==> src/rtl/ysyx_25030085_lsu_if.sv <==
// Bus interfaces of the load/store unit.
//
// ysyx_25030085_lsu_core_if : execute stage <-> LSU.
//   Request:  req_valid/req_ready handshake carrying req_wen, req_memop,
//             req_addr and req_wdata.
//   Response: resp_valid/resp_ready handshake carrying resp_rdata and
//             resp_err.
//   modport master = core side, modport slave = LSU side.
//
// ysyx_25030085_lsu_mem_if : LSU <-> data memory.
//   Request:  mem_valid/mem_ready handshake carrying mem_wen, mem_addr,
//             mem_wstrb and mem_wdata.
//   Response: mem_rvalid strobe with mem_rdata. This is read data for a
//             load and a write acknowledge for a store.
//   modport master = LSU side, modport slave = memory side.

interface ysyx_25030085_lsu_core_if;
  logic        req_valid;
  logic        req_ready;
  logic        req_wen;
  logic [2:0]  req_memop;
  logic [31:0] req_addr;
  logic [31:0] req_wdata;
  logic        resp_valid;
  logic        resp_ready;
  logic [31:0] resp_rdata;
  logic        resp_err;

  modport master (
    output req_valid, req_wen, req_memop, req_addr, req_wdata, resp_ready,
    input  req_ready, resp_valid, resp_rdata, resp_err
  );

  modport slave (
    input  req_valid, req_wen, req_memop, req_addr, req_wdata, resp_ready,
    output req_ready, resp_valid, resp_rdata, resp_err
  );
endinterface

interface ysyx_25030085_lsu_mem_if;
  logic        mem_valid;
  logic        mem_ready;
  logic        mem_wen;
  logic [31:0] mem_addr;
  logic [3:0]  mem_wstrb;
  logic [31:0] mem_wdata;
  logic        mem_rvalid;
  logic [31:0] mem_rdata;

  modport master (
    output mem_valid, mem_wen, mem_addr, mem_wstrb, mem_wdata,
    input  mem_ready, mem_rvalid, mem_rdata
  );

  modport slave (
    input  mem_valid, mem_wen, mem_addr, mem_wstrb, mem_wdata,
    output mem_ready, mem_rvalid, mem_rdata
  );
endinterface

==> src/rtl/ysyx_25030085_lsu.sv <==
// Load/store unit.
//
// The LSU takes one load or store request at a time from the execute
// stage. It turns the request into a single word-aligned data-memory
// transaction with byte strobes and lane-replicated write data. When the
// memory responds, the LSU hands back either a lane-extracted,
// sign- or zero-extended load result or an error.
//
// Errors are raised for:
//   - illegal memop encodings,
//   - unsigned stores,
//   - misaligned halfword or word accesses,
//   - a memory that does not respond within TIMEOUT cycles.
// A request that fails the legality check never reaches the memory.
//
// Ports:
//   clk   : clock; all state changes on its rising edge.
//   rst_n : asynchronous active-low reset.
//   core  : request/response handshakes with the execute stage (slave).
//   mem   : request handshake and response strobe with the data memory
//           (master).
//
// Parameter:
//   TIMEOUT : cycles allowed from request issue to memory response.
//             Legal range is 2..65535.

module ysyx_25030085_lsu #(
  parameter int unsigned TIMEOUT = 256
) (
  input logic                             clk,
  input logic                             rst_n,
  ysyx_25030085_lsu_core_if.slave         core,
  ysyx_25030085_lsu_mem_if.master         mem
);

  typedef enum logic [1:0] {
    IDLE,
    REQ,
    WAIT,
    RESP
  } lsuState;

  localparam logic [15:0] TIMEOUT_LAST = 16'(TIMEOUT - 1);

  lsuState     stateQ, stateD;

  // Request registers, captured at accept time. They drive the memory
  // port, so the port stays stable for the whole REQ phase.
  logic        wenQ;
  logic [2:0]  memopQ;
  logic [31:0] addrQ;
  logic [31:0] wdataQ;

  logic [15:0] cntQ;
  logic [31:0] rdataQ;
  logic        errQ;

  // Control signals from the next-state logic.
  logic        latchReq;
  logic        clrCnt;
  logic        incCnt;
  logic        setResp;
  logic        respErrD;
  logic [31:0] respDataD;

  logic [1:0]  lane;
  logic [3:0]  wstrb;
  logic [31:0] wdataRep;
  logic [31:0] loadShift;
  logic [31:0] loadData;
  logic        reqIllegal;
  logic        timedOut;

  // Legality check on the live request, evaluated while in IDLE.
  function automatic logic isIllegal(input logic       wen,
                                     input logic [2:0] memop,
                                     input logic [1:0] addrLow);
    logic bad;
    case (memop)
      3'b000:  bad = 1'b0;                     // b
      3'b001:  bad = addrLow[0];               // h
      3'b010:  bad = (addrLow != 2'b00);       // w
      3'b100:  bad = wen;                      // bu: load only
      3'b101:  bad = wen | addrLow[0];         // hu: load only
      default: bad = 1'b1;                     // 011, 110, 111
    endcase
    return bad;
  endfunction

  assign reqIllegal = isIllegal(core.req_wen, core.req_memop, core.req_addr[1:0]);
  assign lane       = addrQ[1:0];

  // The counter can sit one past TIMEOUT_LAST. That happens when the
  // mem_ready handshake lands on the last allowed REQ cycle, so the
  // comparison uses >= rather than ==.
  assign timedOut = (cntQ >= TIMEOUT_LAST);

  // Store strobes and data replication.
  // Strobes are zero for loads, so the memory never sees a write strobe
  // on a read.
  always_comb begin
    // NOTE: every variable assigned in an always_comb gets a default first,
    // so no path through the case statements can infer a latch.
    wstrb    = 4'b0000;
    wdataRep = wdataQ;
    case (memopQ[1:0])
      2'b00: begin
        wstrb    = 4'b0001 << lane;
        wdataRep = {4{wdataQ[7:0]}};
      end
      2'b01: begin
        wstrb    = 4'b0011 << lane;
        wdataRep = {2{wdataQ[15:0]}};
      end
      2'b10: begin
        wstrb    = 4'b1111;
      end
      default: begin
        wstrb    = 4'b0000;
      end
    endcase
    if (!wenQ) begin
      wstrb = 4'b0000;
    end
  end

  // Load lane extraction and extension.
  assign loadShift = mem.mem_rdata >> {lane, 3'b000};

  always_comb begin
    loadData = mem.mem_rdata;
    case (memopQ)
      3'b000:  loadData = {{24{loadShift[7]}}, loadShift[7:0]};
      3'b100:  loadData = {24'b0, loadShift[7:0]};
      3'b001:  loadData = {{16{loadShift[15]}}, loadShift[15:0]};
      3'b101:  loadData = {16'b0, loadShift[15:0]};
      default: loadData = mem.mem_rdata;
    endcase
  end

  // FSM state register.
  always_ff @(posedge clk or negedge rst_n) begin
    if (!rst_n) begin
      // NOTE: sequential state uses non-blocking assignments only, so every
      // flop samples pre-edge values regardless of block ordering.
      stateQ <= IDLE;
    end else begin
      stateQ <= stateD;
    end
  end

  // Next state, plus the control strobes for the datapath registers.
  always_comb begin
    stateD    = stateQ;
    latchReq  = 1'b0;
    clrCnt    = 1'b0;
    incCnt    = 1'b0;
    setResp   = 1'b0;
    respErrD  = 1'b0;
    respDataD = 32'h0;
    case (stateQ)
      IDLE: begin
        if (core.req_valid) begin
          latchReq = 1'b1;
          if (reqIllegal) begin
            stateD   = RESP;
            setResp  = 1'b1;
            respErrD = 1'b1;
          end else begin
            stateD   = REQ;
            clrCnt   = 1'b1;
          end
        end
      end
      REQ: begin
        incCnt = 1'b1;
        // A mem_rvalid arriving together with mem_ready is ignored here.
        // The memory must present the response again in WAIT.
        if (mem.mem_ready) begin
          stateD = WAIT;
        end else if (timedOut) begin
          stateD   = RESP;
          setResp  = 1'b1;
          respErrD = 1'b1;
        end
      end
      WAIT: begin
        incCnt = 1'b1;
        if (mem.mem_rvalid) begin
          stateD    = RESP;
          setResp   = 1'b1;
          respDataD = wenQ ? 32'h0 : loadData;
        end else if (timedOut) begin
          stateD   = RESP;
          setResp  = 1'b1;
          respErrD = 1'b1;
        end
      end
      RESP: begin
        if (core.resp_ready) begin
          stateD = IDLE;
        end
      end
      default: begin
        stateD = IDLE;
      end
    endcase
  end

  // Datapath registers: request latch, timeout counter, response holding.
  always_ff @(posedge clk or negedge rst_n) begin
    if (!rst_n) begin
      wenQ   <= 1'b0;
      memopQ <= 3'b000;
      addrQ  <= 32'h0;
      wdataQ <= 32'h0;
      cntQ   <= 16'h0;
      rdataQ <= 32'h0;
      errQ   <= 1'b0;
    end else begin
      if (latchReq) begin
        wenQ   <= core.req_wen;
        memopQ <= core.req_memop;
        addrQ  <= core.req_addr;
        wdataQ <= core.req_wdata;
      end
      // The counter is frozen in RESP and IDLE. It is only cleared when a
      // legal request is accepted.
      if (clrCnt) begin
        cntQ <= 16'h0;
      end else if (incCnt) begin
        cntQ <= cntQ + 16'h1;
      end
      if (setResp) begin
        rdataQ <= respDataD;
        errQ   <= respErrD;
      end
    end
  end

  // Outputs. req_ready is qualified with rst_n so it reads low while the
  // unit is held in reset.
  assign core.req_ready  = (stateQ == IDLE) && rst_n;
  assign core.resp_valid = (stateQ == RESP);
  assign core.resp_rdata = rdataQ;
  assign core.resp_err   = errQ;

  assign mem.mem_valid   = (stateQ == REQ);
  assign mem.mem_wen     = wenQ;
  assign mem.mem_addr    = {addrQ[31:2], 2'b00};
  assign mem.mem_wstrb   = wstrb;
  assign mem.mem_wdata   = wdataRep;

endmodule

==> src/flat_wrapper.sv <==
// flat-port wrapper written by rule: the top's interface ports become plain ports
module ysyx_25030085_lsu_flat 
#(
  parameter int unsigned TIMEOUT = 256
)
  (clk, rst_n, core_req_valid, core_req_wen, core_req_memop, core_req_addr, core_req_wdata, core_resp_ready, core_req_ready, core_resp_valid, core_resp_rdata, core_resp_err, mem_mem_valid, mem_mem_wen, mem_mem_addr, mem_mem_wstrb, mem_mem_wdata, mem_mem_ready, mem_mem_rvalid, mem_mem_rdata);
  ysyx_25030085_lsu_core_if core_i ();
  ysyx_25030085_lsu_mem_if mem_i ();
  input logic clk;
  input logic rst_n;
  input wire logic [$bits(core_i.req_valid)-1:0] core_req_valid;
  input wire logic [$bits(core_i.req_wen)-1:0] core_req_wen;
  input wire logic [$bits(core_i.req_memop)-1:0] core_req_memop;
  input wire logic [$bits(core_i.req_addr)-1:0] core_req_addr;
  input wire logic [$bits(core_i.req_wdata)-1:0] core_req_wdata;
  input wire logic [$bits(core_i.resp_ready)-1:0] core_resp_ready;
  output wire logic [$bits(core_i.req_ready)-1:0] core_req_ready;
  output wire logic [$bits(core_i.resp_valid)-1:0] core_resp_valid;
  output wire logic [$bits(core_i.resp_rdata)-1:0] core_resp_rdata;
  output wire logic [$bits(core_i.resp_err)-1:0] core_resp_err;
  output wire logic [$bits(mem_i.mem_valid)-1:0] mem_mem_valid;
  output wire logic [$bits(mem_i.mem_wen)-1:0] mem_mem_wen;
  output wire logic [$bits(mem_i.mem_addr)-1:0] mem_mem_addr;
  output wire logic [$bits(mem_i.mem_wstrb)-1:0] mem_mem_wstrb;
  output wire logic [$bits(mem_i.mem_wdata)-1:0] mem_mem_wdata;
  input wire logic [$bits(mem_i.mem_ready)-1:0] mem_mem_ready;
  input wire logic [$bits(mem_i.mem_rvalid)-1:0] mem_mem_rvalid;
  input wire logic [$bits(mem_i.mem_rdata)-1:0] mem_mem_rdata;
  assign core_i.req_valid = core_req_valid;
  assign core_i.req_wen = core_req_wen;
  assign core_i.req_memop = core_req_memop;
  assign core_i.req_addr = core_req_addr;
  assign core_i.req_wdata = core_req_wdata;
  assign core_i.resp_ready = core_resp_ready;
  assign core_req_ready = core_i.req_ready;
  assign core_resp_valid = core_i.resp_valid;
  assign core_resp_rdata = core_i.resp_rdata;
  assign core_resp_err = core_i.resp_err;
  assign mem_mem_valid = mem_i.mem_valid;
  assign mem_mem_wen = mem_i.mem_wen;
  assign mem_mem_addr = mem_i.mem_addr;
  assign mem_mem_wstrb = mem_i.mem_wstrb;
  assign mem_mem_wdata = mem_i.mem_wdata;
  assign mem_i.mem_ready = mem_mem_ready;
  assign mem_i.mem_rvalid = mem_mem_rvalid;
  assign mem_i.mem_rdata = mem_mem_rdata;
  ysyx_25030085_lsu #(.TIMEOUT(TIMEOUT)) u_core (.clk(clk), .rst_n(rst_n), .core(core_i), .mem(mem_i));
endmodule
==> config.mk <==
export PLATFORM = sky130hd
export DESIGN_NAME = ysyx_25030085_lsu_flat
export DESIGN_NICKNAME = d
export VERILOG_FILES = /design/src/rtl/ysyx_25030085_lsu_if.sv /design/src/rtl/ysyx_25030085_lsu.sv /design/src/flat_wrapper.sv
export SDC_FILE = /design/constraint.sdc
export NUM_CORES = 1
export LEC_CHECK = 0
export ABC_AREA = 1
export CAP_MARGIN = 5
export CORE_ASPECT_RATIO = 1.5
export CORE_MARGIN = 4
export CORE_UTILIZATION = 25
export DETAILED_ROUTE_END_ITERATION = 12
export SETUP_SLACK_MARGIN = 0.05
export SYNTH_ARGS = -nofsm -noshare
export SYNTH_HDL_FRONTEND = slang
export SYNTH_SLANG_ARGS = --single-unit
==> constraint.sdc <==
create_clock -name clk -period 1.7 [get_ports clk]
set_input_delay 0.17 -clock clk [delete_from_list [all_inputs] [get_ports clk]]
set_output_delay 0.17 -clock clk [all_outputs]
set_load 0.01 [all_outputs]
=== Word level (Yosys, flattened, before mapping) ===
Cells that the tools add are included.

* Input bits: 106
* ROM bits: 0
* Latch bits: 0
* Logic and storage cells: 68
* Memories kept: 0
* Register bits: 119
* Memory bits (writable): 0
* Output and inout port bits: 105

* Multiply operators: 0
* Shifts and indexed selects: 3
* Div/mod/pow operators: 0
* Reductions and logical operators: 9
* Multiplexer cells: 31
* Order comparisons: 1
* Bitwise operators: 1
* Eq/ne operators: 14
* $add $sub $neg: 1

{| class="wikitable"
|+ Operator list
! kind !! number
|-
| 32-bit one-hot mux with 4 select lines || 1
|-
| 32-bit 2-to-1 mux || 3
|-
| 32-bit one-hot mux with 2 select lines || 1
|-
| 16-bit 2-to-1 mux || 2
|-
| 32-bit by 5-bit >> shifter with 16-bit output || 1
|-
| 16-bit by 1-bit adder with 16-bit output, second input constant || 1
|-
| 16-bit by 8-bit >= comparator with 1-bit output, second input constant || 1
|-
| 3-bit equality test, second input constant || 4
|-
| 1-bit 2-to-1 mux || 12
|-
| 2-bit 2-to-1 mux || 6
|-
| 4-bit one-hot mux with 3 select lines || 1
|-
| 2-bit one-hot mux with 4 select lines || 1
|-
| 2-bit equality test, second input constant || 3
|-
| 3-bit by 1-bit equality test with 1-bit output, second input constant || 2
|-
| 3-bit logical NOT || 2
|-
| 1-bit one-hot mux with 3 select lines || 2
|-
| 1-bit one-hot mux with 5 select lines || 1
|-
| 2-bit by 1-bit equality test with 1-bit output, second input constant || 2
|-
| 2-bit logical NOT || 2
|-
| 4-bit 2-to-1 mux || 1
|-
| 2-bit != test, second input constant || 2
|-
| 2-bit nonzero test || 2
|-
| 1-bit by 2-bit << shifter with 4-bit output, first input constant || 1
|-
| 2-bit by 2-bit << shifter with 4-bit output, first input constant || 1
|-
| 5 further kinds || 5
|}

=== Depth between registers and ports, before layout ===
Gate-level depths: netlist (run 1).

* Depth in word-level cells: 6
* Mapped depth: 11
* Mapped depth without buffers: 10

=== Worst setup path after synthesis (run 1) ===
OpenSTA, ideal clock, no wires.

* Path type: register to register
* Start point: register u_core.stateQ[1]
* End point: register u_core.cntQ[10]
* Slack: 0.097 ns
* Arrival: 1.515 ns
* Buffers on the path: 1
* Library setup time: 0.088 ns
* Clock period less this slack: 1.603 ns
* Required time: 1.612 ns
* Stages on the path, launching flop included: 11
* Cells stage by stage: dfrtp_1 inv_1 ha_1 buf_4 inv_2 nor2_1 nand2_1 inv_1 nand2_1 o21ai_1 nor3b_1

* Cells in the longest elaborated chain, start to end: 4
* Elaborated cells on any way between the ends: 8
* Those cells by class: eq/ne: 2; mux: 3; reduce/logical: 3

{| class="wikitable"
|+ Ends and longest elaborated chain
! element !! RTL line !! RTL
|-
| start: declaration || ysyx_25030085_lsu.sv:45 || <nowiki>lsuState stateQ, stateD;</nowiki>
|-
| start signal: assignment || ysyx_25030085_lsu.sv:148 || <nowiki>stateQ <= stateD;</nowiki>
|-
| 2-bit by 1-bit equality test with 1-bit output or 2-bit equality test (tied branches) || ysyx_25030085_lsu.sv:161 || <nowiki>case (stateQ)</nowiki>
|-
| 2-bit OR reduction (no source line) || - ||
|-
| 1-bit 2-to-1 mux || ysyx_25030085_lsu.sv:161 ||
|-
| 2-bit nonzero test (no source line) || - ||
|-
| end signal: assignment || ysyx_25030085_lsu.sv:232 || <nowiki>cntQ <= cntQ + 16'h1;</nowiki>
|-
| end: declaration || ysyx_25030085_lsu.sv:54 || <nowiki>logic [15:0] cntQ;</nowiki>
|}

Parallel ways exist; a longest one is shown, timed or not.
A chain may end at the register's enable or synchronous reset.

=== Final worst setup path (run 1) ===
* Start point: register u_core.memopQ[1]
* End point: output port mem_mem_wdata[25]

* Cells in the longest elaborated chain, start to end: 2
* Elaborated cells on any way between the ends: 3
* Those cells by class: eq/ne: 1; mux: 1; reduce/logical: 1

{| class="wikitable"
|+ Ends and longest elaborated chain
! element !! RTL line !! RTL
|-
| start: declaration || ysyx_25030085_lsu.sv:50 || <nowiki>logic [2:0] memopQ;</nowiki>
|-
| start signal: assignment || ysyx_25030085_lsu.sv:223 || <nowiki>memopQ <= core.req_memop;</nowiki>
|-
| 2-bit by 1-bit equality test with 1-bit output or 2-bit logical NOT (tied branches) || ysyx_25030085_lsu.sv:106 || <nowiki>case (memopQ[1:0])</nowiki>
|-
| 32-bit one-hot mux with 2 select lines (*) || ysyx_25030085_lsu.sv:106 ||
|-
| end: declaration || flat_wrapper.sv:25 || <nowiki>output wire logic [$bits(mem_i.mem_wdata)-1:0] mem_mem_wdata;</nowiki>
|}

Mark *: on every way between the ends. The rest lies on a longest branch, timed or not.

==> run metrics, run 1 <==
run status=finished with violations; failing checks=setup timing; Avg Vias per Cell=4.438; Crit Path Class=flip-flop to primary output; top-area cell type share of the netlist area=46.76%; Placer Congestion=0.8498; clock skew=0.007238 ns; Tot GR Track Use=15.12%; reg2reg path depth=11; fmax=561.5 MHz; YS warnings=0; Worst Hold Path EP=u_core.addrQ[3]; total CTS buffers=17; synthesis-stage register bit count=119; post-synthesis mux area share=0%; fin crit period=1.781 ns; commonest non-fill, non-tap cells in the layout=371 x nand2_1, 174 x clkdlybuf4s50_1, 113 x dfrtp_1; area share of xor/xnor cells in the synthesized design=0.4126%; Crit Path Max Fanout=5; worst rel slew slack=52.04%; # port buffers=208; R2R Path End=u_core.core.resp_rdata[31]; Die W=138.3 um; final max-slew violation count=0; CTS tree=built; largest family of logic cells by synthesized area=simple AND/OR/NAND/NOR gates; Final Core Density=39.81%; Worst Setup Start Kind=flip-flop; most common cell after layout, fill and taps aside=nand2_1; # setup viols final=17; Syn-to-layout area delta=57.17%; WP data required=1.53 ns; Final Hold Fails=0; Worst Max-Slew Pin Slew=0.7194 ns; worst setup margin=-0.08086 ns; Placed Area=8856 um^2; # diodes=0; largest net degree at the start of global routing=120; crit share post-route=104.8%; Mapped Cells=843; CTS Buffer Depth=2; TritonCTS Sinks=119; PwrDens=1871 nW/um^2; ys async rst share=100.0%; vias in the first global route=6187; via count=6328; Worst Hold Class=input pin to flip-flop; Seq/Total Area, Yosys=46.76%; row count=71; Post-synth top flop=dfrtp_1; die height=203.5 um; Critical path origin=u_core.memopQ[1]; synthesized cell area=6369 um^2; Lkg Pwr=0.004850 uW; max_cap viols=0; CTS clk-pin slew, worst paths=0.06 ns; Die ar.=28140 um^2; gr ovfl total=0; DRC viols=0; IO Count=211; Mean Syn Cell Area=7.555 um^2; worst vdd ir=0.7109 mV; Post-synth EDFFs=0; hold path cells=3; Worst Setup End Kind=primary output; WL per Instance=16.11 um; Final ANT Viol Nets=0; DRT iter0 DRCs=373; CTS Root Cell=clkbuf_16; placed wire-length estimate=15810 um; first-pass iteration count of the detailed router=5; worst r2r src=u_core.cntQ[1]; Synth area leaders=dfrtp_1 47%, nand2_1 23%, buf_4 4.8%, nand3_1 3.1%, o21ai_0 2.9%; Cell variety after synth=40; area leader, netlist=dfrtp_1; share of cells above drive strength 1=22.13%; CP Data Arrival Time=1.61 ns; clk_lat worst skew=0.43 ns; first-pass GRT wire length=33440 um; Initial Util=25.33%; antenna violations before repair=0; Hold Startpoint=core_req_addr[3]; Core Region=25140 um^2; H-tree depth=4; adder-cell share of the synthesized area=1.179%; Final Instance Area=10010 um^2; Reg2Reg Setup Slack=0.06 ns; complex-gate fraction of the synthesized area=7.642%; RSZ-0062 raised after global routing=yes; final WL=22970 um; simple-gate share of the synthesized area=33.40%; nets=1197
-- synth_stat cells, types with 2 or more instances --
cell / n
nand4_1: 4
nand2_2: 6
nor2_2: 3
o31ai_1: 2
xnor2_1: 2
dfrtp_1: 119
nor3_1: 11
nand2_4: 2
clkbuf_1: 14
inv_1: 41
o21ai_0: 37
or2_2: 15
buf_6: 7
a21oi_1: 17
a22oi_1: 4
ha_1: 6
inv_2: 5
o211ai_1: 16
buf_2: 9
nand3_1: 39
o21ai_1: 2
buf_1: 4
nor2_4: 4
nor2_1: 28
nand2_1: 391
buf_4: 41
-- worst max-delay path, stage by stage, from the launching register on --
cell and delay, ns:
dfrtp_2 0.46, nor2_4 0.13, buf_6 0.14, buf_12 0.12, nand2_1 0.06, o211ai_1 0.10, buf_2 0.16
-- state kept, by name, indices dropped and copies added (netlist names) --
register,flops
u_core.stateQ,2
u_core.cntQ,16
u_core.core.resp_rdata,32
u_core.memopQ,3
u_core.mem.mem_wen,1
u_core.core.resp_err,1
u_core.wdataQ,32
u_core.addrQ,32
-- repair_timing --
action / 4_1_cts / 5_1_grt
resized for setup: 154 / 77
setup buffers: 8 / 14
setup endpoints to repair: 69 / 122
endpoints found under the hold margin: 119 / 0
pin swaps: 9 / 23
gates cloned: 1 / 7
hold buffers: 1 / 0
-- worst max path at each step --
stage	to	slack, ns
6_report	mem_mem_wdata[25]	-0.08
5_1_grt	mem_mem_wstrb[3]	-0.17
2_1_floorplan	u_core.cntQ[10]	0.1
4_1_cts	mem_mem_wdata[25]	-0.11
3_3_place_gp	u_core.core.resp_rdata[6]	-0.12
3_5_place_dp	u_core.core.resp_rdata[31]	-0.16
-- through the flow --
stage               power (uW)  setup TNS [ns]  hold WS [ns]  worst slack (ns)  cells
global placement         13840          -4.959        0.3511           -0.1247   1363
floorplan                 9732               0       -0.1256           0.09656    844
detailed placement       13930          -5.241        0.3565           -0.1591   1363
global route             20000          -2.708        0.2618           -0.1742   1426
CTS                      17760          -1.363        0.2509           -0.1082   1405
finish                   18730         -0.8586        0.2714          -0.08086   1426
-- where the power goes --
part / leakage [uW] / switching [uW] / internal [uW]
clock network: 0.000273 / 1350 / 2160
registers: 0.00152 / 811 / 4030
logic: 0.00305 / 5450 / 4940
-- routing by layer --
layer	routed length, um	vias up	track usage, %
met5	0	-	0
met4	919	0	6.850
met3	1193	64	3.237
li1	-	3105	-
met2	12170	218	27.34
met1	8683	2941	16.99
-- kinds of logic (layout without fill, tap and decap cells) --
kind of cell | count (synthesis) | after routing
AND/OR/NAND/NOR | 510 | 514
adder cells (fa/ha/maj) | 6 | 6
XOR/XNOR | 3 | 3
other | 1 | 2
AO/OA/AOI/OAI | 83 | 83
flip-flops | 119 | 119
buffers and inverters | 121 | 371
-- final cells by class --
cell class,count,area [um^2]
clock buffers,25,495.5
flip-flops and latches,119,2985
repair buffers,293,2811
inverters,46,183.9
clock inverters,7,68.82
fillers,2561,15130
well taps,328,410.4
multi-input cells,608,3054
Note: power is estimated with default switching activity, not from simulation.
==> run 2, diff against run 1 <==
CORE_ASPECT_RATIO = unset   (was 1.5)
SLEW_MARGIN = 20   (was unset)
==> run metrics, run 2 (synthesized netlist as in run 1, its figures left out) <==
CP Data Arrival Time=1.57 ns (-0.04 ns); failing checks=setup timing; Worst Setup End Kind=primary output; WL per Instance=15.85 um (-1.6%); via count=6194 (-2.1%); Setup TNS=-0.3735 ns (+0.4851 ns); Die ar.=28090 um^2 (-0.19%); Worst Hold Class=input pin to flip-flop; row count=58 (-18%); final max-slew violation count=0 (unchanged); Tot GR Track Use=14.96% (-0.16 points); die height=167.6 um (-18%); worst vdd ir=0.6417 mV (-9.7%); Die W=167.6 um (+21%); register area=2984 um^2 (about the same); worst-path cell chain=buf_6 -> nor2_4 -> buf_12 -> nand2_1 -> o211ai_1 -> buf_2; switching power=7579 uW (-0.34%); max_cap viols=0 (unchanged); fmax=576.3 MHz (+2.6%); Avg Vias per Cell=4.415 (-0.51%); CTS tree=built; WP depth=6 (unchanged); Crit path max-delay family=buffers and inverters; worst setup margin=-0.03510 ns (+0.04576 ns); CTS Root Cell=clkbuf_16; CTS clk-pin slew, worst paths=0.06 ns (about the same); most common cell after layout, fill and taps aside=nand2_1; Worst Max-Slew Pin Slew=0.6744 ns (-0.04500 ns); Combinational Power Share=54.8% (-0.6 points); vias in the first global route=6044 (-2.3%); # setup viols final=20 (+3); Worst Setup EP=mem_mem_wdata[25]; internal cell power=10760 uW (-3.3%); PwrDens=1857 nW/um^2 (-0.76%); Syn-to-layout area delta=55.05%; nets=1173 (-2.0%); fin crit period=1.735 ns (-0.04576 ns); cell count after placement=1353 (-0.73%); R2R Path End=u_core.core.resp_rdata[15]; Critical path origin=u_core.memopQ[1]; antenna violations before repair=3 (+3); Final ANT Viol Nets=0 (unchanged); CTS Buffer Depth=2 (unchanged); final WL=22240 um (-3.2%); critical path's largest stage delay=0.41 ns (-0.05 ns); IO Count=211 (unchanged); commonest non-fill, non-tap cells in the layout=346 x nand2_1, 174 x clkdlybuf4s50_1, 114 x dfrtp_1; clock skew=0.009919 ns (+0.002681 ns); footprint of the multi-input gates=3173 um^2 (+3.9%); Flop pwr share=26.7% (+0.9 points); DRC viols=0 (unchanged); fill count=2635 (+2.9%); share of cells above drive strength 1=22.67% (+0.54 points); Sw Share=41.33% (+0.73 points); Initial Util=25.36% (+0.032 points); # port buffers=208 (unchanged); reg2reg path depth=11 (unchanged); TritonCTS Sinks=119 (unchanged); Final Hold Fails=0 (unchanged); run status=finished with violations; Lkg Pwr=0.004750 uW (-2.1%); total CTS buffers=17 (unchanged); Worst Setup Start Kind=flip-flop; DP Worst Slack=-0.1027 ns (+0.05641 ns); first-pass iteration count of the detailed router=5 (unchanged); RSZ-0062 raised after global routing=yes; H-tree depth=4 (unchanged); placed wire-length estimate=15340 um (-3.0%); Layout Cells excl Fill=1403 (-1.6%); Buf/Inv on CP=3 (unchanged); Final Core Density=39.33% (-0.49 points); critical path's slowest cell=dfrtp_1; Reg2Reg Setup Slack=0.06 ns (about the same); Crit Path Max Fanout=7 (+2); worst rel slew slack=55.04% (+3.0 points); DRT iter0 DRCs=446 (+20%); WP data required=1.53 ns (about the same); first-pass GRT wire length=33470 um (+0.10%); Clk pwr share=18.4% (-0.3 points); clk_lat worst skew=0.41 ns (-0.02 ns); crit share post-route=102.1% (-2.7 points); gr ovfl total=0 (unchanged); Crit Path Class=flip-flop to primary output; Core Region=25110 um^2 (-0.12%); worst r2r src=u_core.cntQ[0]; Placer Congestion=0.8629 (+1.5%); largest net degree at the start of global routing=120 (unchanged)
==> run 2: cell types whose count changed in the layout (fill, tap and decap cells not counted), sizes merged <==
cell,delta
clkdlybuf4s15,+6
diode,+1
buf,-25
inv,+1
clkinv,+1
clkbuf,-9
==> run 2: worst register-to-register path, cell delays in order, from the launching register on <==
cell and delay [ns]:
dfrtp_1 0.36, ha_2 0.20, nand2_2 0.07, nor2_4 0.16, nand2_4 0.11, nand3_4 0.10, nand2_4 0.06, nand3_4 0.09
buf_12 0.15, nand2_8 0.11, nand2_2 0.08, nand2_1 0.05
==> run 2: metrics by stage <==
stage | hold WS (ns) | area, um^2 | total power, uW
3_5_place_dp | 0.3616 | 8785 | 13800
4_1_cts | 0.2692 | 9438 | 17520
5_1_grt | 0.2814 | 9872 | 19700
2_1_floorplan | -0.1256 | 6372 | 9732
6_report | 0.2836 | 9874 | 18340
3_3_place_gp | 0.3689 | 8785 | 13710
==> run 2: layer usage <==
metal	global-route usage [%]	vias up	share of wire (%)	routed length (um)
li1	-	3063	-	-
met1	19.23	2889	43	9646
met2	24.63	209	48	10590
met3	4.934	27	7.4	1654
met4	3.282	6	1.4	313
met5	0	-	0.16	36
==> run 2: worst min-delay path by stage <==
stage / startpoint / cells past startpoint / to / slack [ns]
after CTS: core_req_wdata[31] / 3 / u_core.wdataQ[31] / 0.27
after floorplan: rst_n / 0 / u_core.addrQ[0] / -0.13
after global routing: core_req_addr[5] / 3 / u_core.addrQ[5] / 0.28
final: core_req_wdata[6] / 3 / u_core.wdataQ[6] / 0.28
after global placement: rst_n / 2 / u_core.wdataQ[26] / 0.37
after detailed placement: rst_n / 2 / u_core.core.resp_rdata[13] / 0.36
==> run 2: repair_timing <==
item | in CTS | in global routing
endpoints found under the hold margin | 119 | 0
endpoints found under the setup margin | 68 | 70
pin swaps | 12 | 24
setup buffers | 2 | 13
gates resized for setup | 156 | 93
cloned | 2 | 3
hold buffers | 1 | 0
==> run 2: power by group through the flow <==
stage / Combinational, uW / Sequential (uW) / Clock (uW)
6_report: 10000 / 4900 / 3380
5_1_grt: 11000 / 5070 / 3630
4_1_cts: 9220 / 4820 / 3470
3_5_place_dp: 8980 / 4820 / 0
3_3_place_gp: 8900 / 4810 / 0
2_1_floorplan: 4960 / 4770 / 0
==> run 2: layout make-up <==
type,count,share of cell area [%]
repair buffers,269,26.14
inverters,46,1.837
multi-input cells,608,32.13
clock inverters,9,0.7983
well taps,330,4.181
diodes,1,0.02534
flip-flops and latches,119,30.22
clock buffers,21,4.663
==> RTL change, RTL diff (config.mk and constraints of run 1) <==
Remove the case item `2'b01` of the case on `memopQ[1:0]`.
--- a/src/rtl/ysyx_25030085_lsu.sv
+++ b/src/rtl/ysyx_25030085_lsu.sv
@@ -107,10 +107,6 @@
       2'b00: begin
         wstrb    = 4'b0001 << lane;
         wdataRep = {4{wdataQ[7:0]}};
-      end
-      2'b01: begin
-        wstrb    = 4'b0011 << lane;
-        wdataRep = {2{wdataQ[15:0]}};
       end
       2'b10: begin
         wstrb    = 4'b1111;
Behaviour: not the same (Yosys sat finds a counterexample within 4 cycles, from zero or initial values and one cycle with rst_n low).
==> RTL change against run 1 <==
- power barely moved
- sequential cell count unchanged
- largest cell class unchanged
- synthesized area decreased by 0.51%
- wire length is 3.1% lower
- design area grew 0.19%
- the run still ends with setup timing left
- sequential power rose by 3%
- setup slack better by 0.024 ns
==> RTL change: results <==
synthesis:
  synth_xor_area_share_pct: 0.5529
  synth_top_flop_cell: "dfrtp_1"
  ys_seq_area_share_pct: 47.00
  synth_area_leaders: "dfrtp_1 (47%), nand2_1 (26%), buf_4 (5.0%), inv_1 (2.8%), nand3_1 (2.1%)"
  synth_cell_types: 38
  synth_fa_ha_area_share_pct: 1.185
  synth_compound_area_share_pct: 5.411
  yosys-top-cells-count: "nand2_1 (431), dfrtp_1 (119), inv_1 (48), buf_4 (42), nor2_1 (34)"
placement:
  dp_slack_ns: -0.05552
  globalplace.congestion: 0.8332
  dp_hpwl_um: 15160
  dpl_cell_area_um2: 8653
power:
  p_comb_share_pct: 56.2
  switching_share_pct: 41.47
  leakagePower_nw: 4.994
global_routing:
  met3_usage_pct: 3.396
  gr-usage-met2_pct: 26.22
  use_met1_pct: 17.55
  track_usage_pct: 15.15
  grt_pass1_wl_um: 32590
cells_and_area:
  buffers: 254
  fillCellCount: 2544
  num-multi-input-gates: 606
  drive_gt1_share_pct: 24.06
  nets: 1164
  clkCellAreaFrac_pct: 5.115
  n_clock_buffer: 27
  inv_count: 54
  multi_input_area_um2: 3257
  buffer_area_share_pct: 26.48
  stdcell_area_um2: 10030
status:
  status: "finished with violations"
  failed_checks: "setup timing"
worst_setup_path:
  critPathMaxFanout: 6
  cp_slowest_stage_delay_ns: 0.41
  arrival_ns: 1.59
  reg2reg_slack_ns: 0.03
sta:
  setup_violations: 21
  fin_skew_ns: 0.008920
  worst_pin_slew_ns: 0.6682
  setup_tns_ns: -0.4658
  fin_ws_ns: -0.05665
route:
  wl_um: 22260
  drt_first_pass_iters: 4
  dr_wl_met2_um: 11570
  drt_iter0_markers: 401
  wl_met1_um: 8738
  num_vias: 6120
  dr_wl_met3_um: 1109
cts:
  postCtsSetupBuffers: 6
  cts_resized: 166
hold_path:
  holdPathStages: 3
-- RTL change: critical path: cells and delay by family, from the launching register on --
kind / cells / cell delay [ns]
AND/OR/NAND/NOR: 3 / 0.33
buffers and inverters: 3 / 0.42
flip-flops: 1 / 0.41
-- RTL change: through the flow --
stage,total power (W),instances
6_report,0.01874,1392
3_5_place_dp,0.01334,1341
3_3_place_gp,0.01326,1341
4_1_cts,0.01711,1381
2_1_floorplan,0.009527,851
5_1_grt,0.01999,1392
-- RTL change: final timing paths --
kind                                   start                        end
setup / recovery            u_core.memopQ[1]          mem_mem_wdata[20]
hold / removal             core_req_wdata[4]           u_core.wdataQ[4]
setup reg to reg              u_core.cntQ[1]  u_core.core.resp_rdata[7]
hold reg to reg              u_core.addrQ[9]            u_core.addrQ[9]
max in group asynchronous              rst_n           u_core.wdataQ[2]
min in group asynchronous              rst_n  u_core.core.resp_rdata[1]
